--- config.mk ---
export PLATFORM = sky130hd
export DESIGN_NAME = button_debounce
export DESIGN_NICKNAME = d
export VERILOG_FILES = /design/src/rtl/button_debounce.sv
export SDC_FILE = /design/constraint.sdc
export NUM_CORES = 1
export LEC_CHECK = 0
export CAP_MARGIN = 20
export CORE_MARGIN = 5
export CORE_UTILIZATION = 40
export CTS_CLUSTER_SIZE = 24
export DETAILED_ROUTE_END_ITERATION = 16
export SLEW_MARGIN = 5
export SYNTH_ARGS = -nofsm -noshare
export SYNTH_HDL_FRONTEND = slang
export SYNTH_SLANG_ARGS = --single-unit
--- constraint.sdc ---
create_clock -name clk -period 5.1 [get_ports clk]
set_input_delay 0.765 -clock clk [delete_from_list [all_inputs] [get_ports clk]]
set_output_delay 0.765 -clock clk [all_outputs]
set_load 0.01 [all_outputs]
--- src/rtl/button_debounce.sv ---
// -----------------------------------------------------------------------------
// button_debounce
//
// Cleans up one raw push-button pad for the control logic. The pad goes through
// a two-flop synchroniser, is normalised so that 1 always means "pressed", and
// is then qualified by a counter-based stability check. A four-state FSM
// produces a clean debounced level, one-cycle press / release / long-press
// pulses and a wrapping 8-bit press counter. All outputs are registered.
//
// Parameters
//   CLK_FREQ      clock frequency in Hz
//   DEBOUNCE_MS   stable time before a level change is accepted, in ms
//                 (DB_CNT = CLK_FREQ/1000*DEBOUNCE_MS cycles, must be >= 2)
//   LONG_PRESS_MS hold time for a long press, in ms
//                 (LP_CNT = CLK_FREQ/1000*LONG_PRESS_MS cycles, must exceed DB_CNT)
//   ACTIVE_LOW    1: pad reads 0 when pressed, 0: pad reads 1 when pressed
//
// Ports
//   clk            system clock
//   reset          synchronous, active-high reset
//   btn_in         raw button pad, asynchronous to clk
//   btn_level      debounced level, 1 = pressed
//   press_pulse    one-cycle pulse on an accepted press
//   release_pulse  one-cycle pulse on an accepted release
//   long_press     one-cycle pulse LP_CNT cycles after press_pulse, if still held
//   press_count    accepted presses, modulo 256
//
// Latency: with N0 the first edge that samples a new stable pad level, the
// matching pulse and btn_level change register at edge N0 + DB_CNT + 2.
// -----------------------------------------------------------------------------
module button_debounce #(
  parameter int CLK_FREQ      = 80000000,
  parameter int DEBOUNCE_MS   = 10,
  parameter int LONG_PRESS_MS = 1000,
  parameter bit ACTIVE_LOW    = 1'b1
) (
  input  logic       clk,
  input  logic       reset,
  input  logic       btn_in,
  output logic       btn_level,
  output logic       press_pulse,
  output logic       release_pulse,
  output logic       long_press,
  output logic [7:0] press_count
);

  localparam int DB_CNT = CLK_FREQ / 1000 * DEBOUNCE_MS;
  localparam int LP_CNT = CLK_FREQ / 1000 * LONG_PRESS_MS;

  localparam int DB_W   = (DB_CNT > 1) ? $clog2(DB_CNT) : 1;
  localparam int HOLD_W = $clog2(LP_CNT + 1);

  localparam logic [DB_W-1:0]   DB_LAST  = DB_W'(DB_CNT - 1);
  localparam logic [HOLD_W-1:0] LP_LAST  = HOLD_W'(LP_CNT - 1);
  localparam logic [HOLD_W-1:0] HOLD_MAX = HOLD_W'(LP_CNT);

  // Synchroniser flops idle at the electrical "released" level so that a
  // reset never looks like a transition on the pad.
  localparam logic [1:0] SYNC_IDLE = {2{ACTIVE_LOW}};

  typedef enum logic [1:0] {
    IDLE,
    DB_PRESS,
    HELD,
    DB_RELEASE
  } state_t;

  state_t            state;
  logic [1:0]        sync_q;
  logic [DB_W-1:0]   db_cnt;
  logic [HOLD_W-1:0] hold_cnt;
  logic              s;
  logic              in_hold;
  logic              release_accept;

  // ---------------------------------------------------------------------------
  // Two-flop synchroniser. Nothing downstream looks at btn_in or sync_q[0];
  // only the second flop feeds the qualification logic.
  // ---------------------------------------------------------------------------
  // NOTE: sequential state uses non-blocking assignments so every flop samples
  // the pre-edge value of its neighbours; blocking here would collapse the
  // two-stage chain into a single flop.
  always_ff @(posedge clk) begin
    if (reset) begin
      sync_q <= SYNC_IDLE;
    end else begin
      sync_q <= {sync_q[0], btn_in};
    end
  end

  // Polarity-normalised, synchronised pad: 1 = pressed.
  assign s = ACTIVE_LOW ? ~sync_q[1] : sync_q[1];

  // The hold timer runs while the button is (provisionally) down.
  assign in_hold = (state == HELD) || (state == DB_RELEASE);

  // Release is accepted on this edge; used to keep long_press from ever
  // sharing a cycle with release_pulse.
  assign release_accept = (state == DB_RELEASE) && !s && (db_cnt == DB_LAST);

  // ---------------------------------------------------------------------------
  // Qualification FSM with registered outputs.
  // ---------------------------------------------------------------------------
  always_ff @(posedge clk) begin
    if (reset) begin
      state         <= IDLE;
      db_cnt        <= '0;
      hold_cnt      <= '0;
      btn_level     <= 1'b0;
      press_pulse   <= 1'b0;
      release_pulse <= 1'b0;
      long_press    <= 1'b0;
      press_count   <= 8'd0;
    end else begin
      // NOTE: pulses default low at the top of the block; a later assignment in
      // the same block overrides it, which is what makes them one cycle wide.
      press_pulse   <= 1'b0;
      release_pulse <= 1'b0;
      long_press    <= 1'b0;

      // Saturating hold timer: stopping at LP_CNT guarantees the LP_LAST
      // compare below can only match once per accepted press.
      if (in_hold && (hold_cnt != HOLD_MAX)) begin
        hold_cnt <= hold_cnt + 1'b1;
      end

      // Registered one edge after hold_cnt reaches LP_CNT-1, i.e. exactly
      // LP_CNT cycles after press_pulse.
      if (in_hold && (hold_cnt == LP_LAST) && !release_accept) begin
        long_press <= 1'b1;
      end

      case (state)
        IDLE: begin
          if (s) begin
            state  <= DB_PRESS;
            db_cnt <= '0;
          end
        end

        DB_PRESS: begin
          if (!s) begin
            // Bounce: drop back silently.
            state <= IDLE;
          end else if (db_cnt == DB_LAST) begin
            state       <= HELD;
            btn_level   <= 1'b1;
            press_pulse <= 1'b1;
            press_count <= press_count + 8'd1;
            hold_cnt    <= '0;
          end else begin
            db_cnt <= db_cnt + 1'b1;
          end
        end

        HELD: begin
          if (!s) begin
            state  <= DB_RELEASE;
            db_cnt <= '0;
          end
        end

        DB_RELEASE: begin
          if (s) begin
            // Release glitch: still pressed, hold timer keeps its value.
            state <= HELD;
          end else if (db_cnt == DB_LAST) begin
            state         <= IDLE;
            btn_level     <= 1'b0;
            release_pulse <= 1'b1;
          end else begin
            db_cnt <= db_cnt + 1'b1;
          end
        end

        default: begin
          state <= IDLE;
        end
      endcase
    end
  end

endmodule
Word level (Yosys, flattened, before mapping)
Cells that the tools add are included.
{"block": "totals", "output_inout_bits": 12, "latch_bits": 0, "reg_bits": 63, "rom_bits": 0, "mem_count": 0, "inputBits": 3, "ramBits": 0}
{"block": "op_classes", "muxes": 24, "add_sub_neg": 3, "n_eq_ne": 14, "div_mod_pow": 0, "n_reduce_logical": 15, "n_bitwise": 3, "n_lt_le_gt_ge": 0, "multipliers": 0, "shifts": 0}
{"operator": "$mux 27", "n": 4}
{"operator": "$mux 20", "n": 5}
{"operator": "$pmux 20 s4", "n": 1}
{"operator": "$add 27x1->27 const B", "n": 1}
{"operator": "$eq 27x27->1 const B", "n": 1}
{"operator": "$ne 27x27->1 const B", "n": 1}
{"operator": "$add 20x1->20 const B", "n": 1}
{"operator": "$eq 20x20->1 const B", "n": 1}
{"operator": "$mux 2", "n": 6}
{"operator": "$ne 2x2->1 const B", "n": 5}
{"operator": "$add 8x1->8 const B", "n": 1}
{"operator": "$pmux 2 s4", "n": 1}
{"operator": "$reduce_and 4->1", "n": 2}
{"operator": "$mux 1", "n": 6}
{"operator": "$reduce_or 3->1", "n": 2}
{"operator": "$logic_and 1x1->1", "n": 5}
{"operator": "$reduce_and 5->1", "n": 1}
{"operator": "$eq 2x2->1 const B", "n": 2}
{"operator": "$ne 3x2->1 const B", "n": 1}
{"operator": "$ne 3x3->1 const B", "n": 1}
{"operator": "$not 1->1", "n": 3}
{"operator": "$reduce_and 3->1", "n": 1}
{"operator": "$eq 2x1->1 const B", "n": 1}
{"operator": "$logic_not 2->1", "n": 1}
{"operator": "other kinds (5)", "n": 5}

Depth between registers and ports, before layout
{"block": "depth", "depth_word": 7, "mapped_depth": 8, "ltp_nobuf": 7}

Worst setup path before layout
OpenSTA, ideal clock, no wires.
{"block": "synth_timing", "path_kind": "in2reg", "start": "input port reset", "end": "register db_cnt[13]", "slack_ns": 3.177, "arrival_time_ns": 1.864, "n_path_buf": 2, "setup_ns": 0.059, "path_stages": 5, "cell_sequence": "clkbuf_1 or2_0 clkbuf_1 or4_1 nand2_1"}
{"item": "from (decl)", "line": "38", "source": "input logic reset,"}
{"item": "to (signal assigned)", "line": "152", "source": "db_cnt <= db_cnt + 1'b1;"}
{"item": "to (signal assigned)", "line": "172", "source": "db_cnt <= db_cnt + 1'b1;"}
{"item": "to (decl)", "line": "70", "source": "logic [DB_W-1:0] db_cnt;"}

==> metrics.md <==
| Metric | Value |
|---|---|
| Status | completed |
| Ys flop type | dfxtp_1 |
| Pin count of the biggest net entering global routing | 28 |
| Flops & latches, synth | 63 |
| Leak | between 1 and 1.5 nW |
| Fin crit share | a little over half |
| Syn Nets | between 300 and 400 |
| Final min period | 2.80 ns |
| Max VDD drop | approximately 170 uV |
| Seq/Total Area, Yosys | between 30 and 40% |
| Post-CTS setup buffers | 0 |
| Crit-path max FO | 27 |
| Distinct cell type count after synthesis | slightly below 60 |
| Reg power frac | between 50% and 60% |
| Sink Count | 63 |
| GRT overflow | 0 |
| Via density | between 5 and 6 |
| Worst Tran Pin Value | around 1 ns |
| Avg Inst Size Synth | 8.84 um2 |
| Fillers | approximately 750 |
| Die height | about 99 um |
| Clock Tree Buf Depth | 2 |
| Core area | 7730 um2 |
| Setup TNS | 0 ns |
| Multi-input gate area in the final layout | 1790 um2 |
| Clock share of power | between 40% and 50% |
| Antenna Diode Count | 0 |
| Final WL | 6410 um |
| Initial DRC count | approximately 120 |
| Nets | 375 |
| DR WL/cell | roughly 13 um |
| PwrDens | between 200 and 300 nW/um2 |
| Switch share | between 20% and 30% |
| Syn. warnings | 0 |
| Final Skew | 0.00656 ns |
| CTS root buf | clkbuf_8 |
| P_sw | between 0.0002 and 0.00025 W |
| Max Freq | 357 MHz |
| GRT Total Usage | 14.0% |
| Row cnt | 32 |
| Crit path kind | in2reg |
| Initial antenna violation count | 0 |
| Cell internal pwr | ~0.00076 W |
| Register Area | approximately 1300 um2 |
| DR pass1 iterations | 4 |
| Worst EP arrival | between 3 and 4 ns |
| Max Cap Viol | 0 |
| DP HPWL | between 4000 and 5000 um |
| # hold bufs at CTS | 0 |
| Final hold violations | 0 |
| Worst slew margin | 33.4% |
| Vias after detailed routing | ~2500 |
| CTS H-tree depth | 3 |
| Synth Cell Area | 3170 um2 |
| Post-DRT Antenna Nets | 0 |
| Die width | between 90 and 100 um |
| CTS tree | yes |
| Post-synth EDFFs | 0 |
| Routability-driven placement congestion ratio | 0.776 |
| Die Area | between 9000 and 10000 um2 |
| Share of layout cells above drive strength 1 | between 9 and 10% |
| CTS clock-pin slew for the worst setup and hold paths | 0.07 ns |
| # IOs | 15 |
| CP Launch Type | input port |
| Post_cts resized | 0 |
| Hold Path Class | reg2reg |
| Clock Latency Late Sink | between 0.3 and 0.4 ns |
| CP endpoint kind | flip-flop |
| IO buf count | 14 |
| Slew Limit Fails | 0 |
| Synthesized instance count | ~360 |
| # setup viols final | 0 |
| Starting Density | 41.0% |
| Number of global-route vias before repair | 2373 |
| Reg2reg setup slack | between 2 and 3 ns |
| Worst path required time | 5.38 ns |
| Synth async-reset ratio | 0% |
| # DRC | 0 |
| CTS Buf Count | 9 |
| Layout area overhead | 11.9% |
| Combinational fraction of design power | 2.2% |
| Final hold slack | ~0.42 ns |
| RSZ-0062 raised after global routing | no |
| First-pass GRT wire length | about 11000 um |
## layout make-up
type | count | area share (%)
multi-input cells | 275 | 50.4
flip-flops and latches | 63 | 35.6
clock buffers | 13 | 4.77
repair buffers | 14 | 3.95
well taps | 102 | 3.60
clock inverters | 3 | 1.13
inverters | 5 | 0.530
## worst max-delay path: stages
cell and delay, ns:
clkdlybuf4s50_1 0.85, or2_0 0.76, or4_1 0.63, nand2_1 0.08
## synthesized netlist by cell type (all sizes together), types with 6 or more instances
cell | number | area share, %
nor2 | 52 | 6.2
nand3 | 19 | 3.0
xor2 | 19 | 5.3
buf | 9 | 2.4
xnor2 | 12 | 3.6
dfxtp | 63 | 40
and3 | 6 | 1.2
a21oi | 17 | 2.8
nand2 | 28 | 3.7
o21ai | 12 | 2.0
nor3 | 6 | 0.95
clkbuf | 6 | 0.71
or3 | 9 | 1.8
nor2b | 7 | 1.4
and4 | 7 | 2.0
nand4 | 19 | 4.7
nor4b | 7 | 2.4
nor4 | 6 | 1.9
or4 | 7 | 1.8
## cells in the final DEF, fill, tap and decap left out, types with 7 or more instances in the layout
cell	synthesis	routed
a21oi_1	16	16
clkbuf_8	0	12
clkdlybuf4s50_1	0	14
dfxtp_1	63	63
nand2_1	25	25
nand3_1	19	19
nand4_1	17	17
nor2_1	51	51
nor2b_1	7	7
o21ai_0	8	8
or3_1	9	9
xnor2_1	11	11
xor2_1	19	19
## power by group through the flow
stage          Combinational (W)  Sequential [W]  Clock, W
2_1_floorplan          0.0000183        0.000506         0
3_3_place_gp           0.0000211        0.000506         0
3_5_place_dp           0.0000214        0.000507         0
4_1_cts                0.0000215        0.000495  0.000463
5_1_grt                0.0000238        0.000495  0.000490
6_report               0.0000210        0.000495  0.000454
## sequential cells by signal, indices dropped and copies added (netlist names), named ones only
name and cells:
hold_cnt 27, db_cnt 20, press_count 8, sync_q 2, btn_level 1, long_press 1, press_pulse 1, release_pulse 1
state 1
## stage by stage
stage | cell area [um2] | instances | util [%] | power, W | setup slack, ns
after floorplan | 3170 | 358 | - | 0.000524 | 3.18
after global placement | 3330 | 459 | 43.2 | 0.000527 | 1.98
after detailed placement | 3330 | 459 | 43.2 | 0.000528 | 1.94
after CTS | 3540 | 475 | 45.9 | 0.000980 | 2.29
after global routing | 3540 | 475 | 45.9 | 0.00101 | 2.06
final | 3540 | 475 | 45.9 | 0.000970 | 2.30
## layer usage
layer / wire (um) / part of all wire [%] / up-vias / GRT usage, %
met5: 0 / 0 / - / 0
li1: - / - / 1304 / -
met2: 2850 / 44 / 40 / 19.9
met4: 93 / 1.5 / 0 / 5.25
met1: 3260 / 51 / 1189 / 19.7
met3: 211 / 3.3 / 12 / 4.25
## cell families (layout without fill, tap and decap cells)
family,after synthesis,after routing,synth area share [%]
and+or+nand+nor,191,191,35.6
DFF,63,63,39.8
AOI/OAI and AO/OA,42,42,8.02
xor gates and xnor gates,31,31,8.81
buffers and inverters,20,35,3.72
muxes,7,7,2.41
adders and majority gates,4,4,1.58
## path summary, 6_finish.rpt
path / cells after the start / from / endpoint
hold / removal: 1 / sync_q[0] / sync_q[1]
setup / recovery: 4 / reset / db_cnt[13]
hold reg to reg: 1 / sync_q[0] / sync_q[1]
setup reg to reg: 5 / flip-flop / db_cnt[13]
Power figures use the tool's default switching activity.
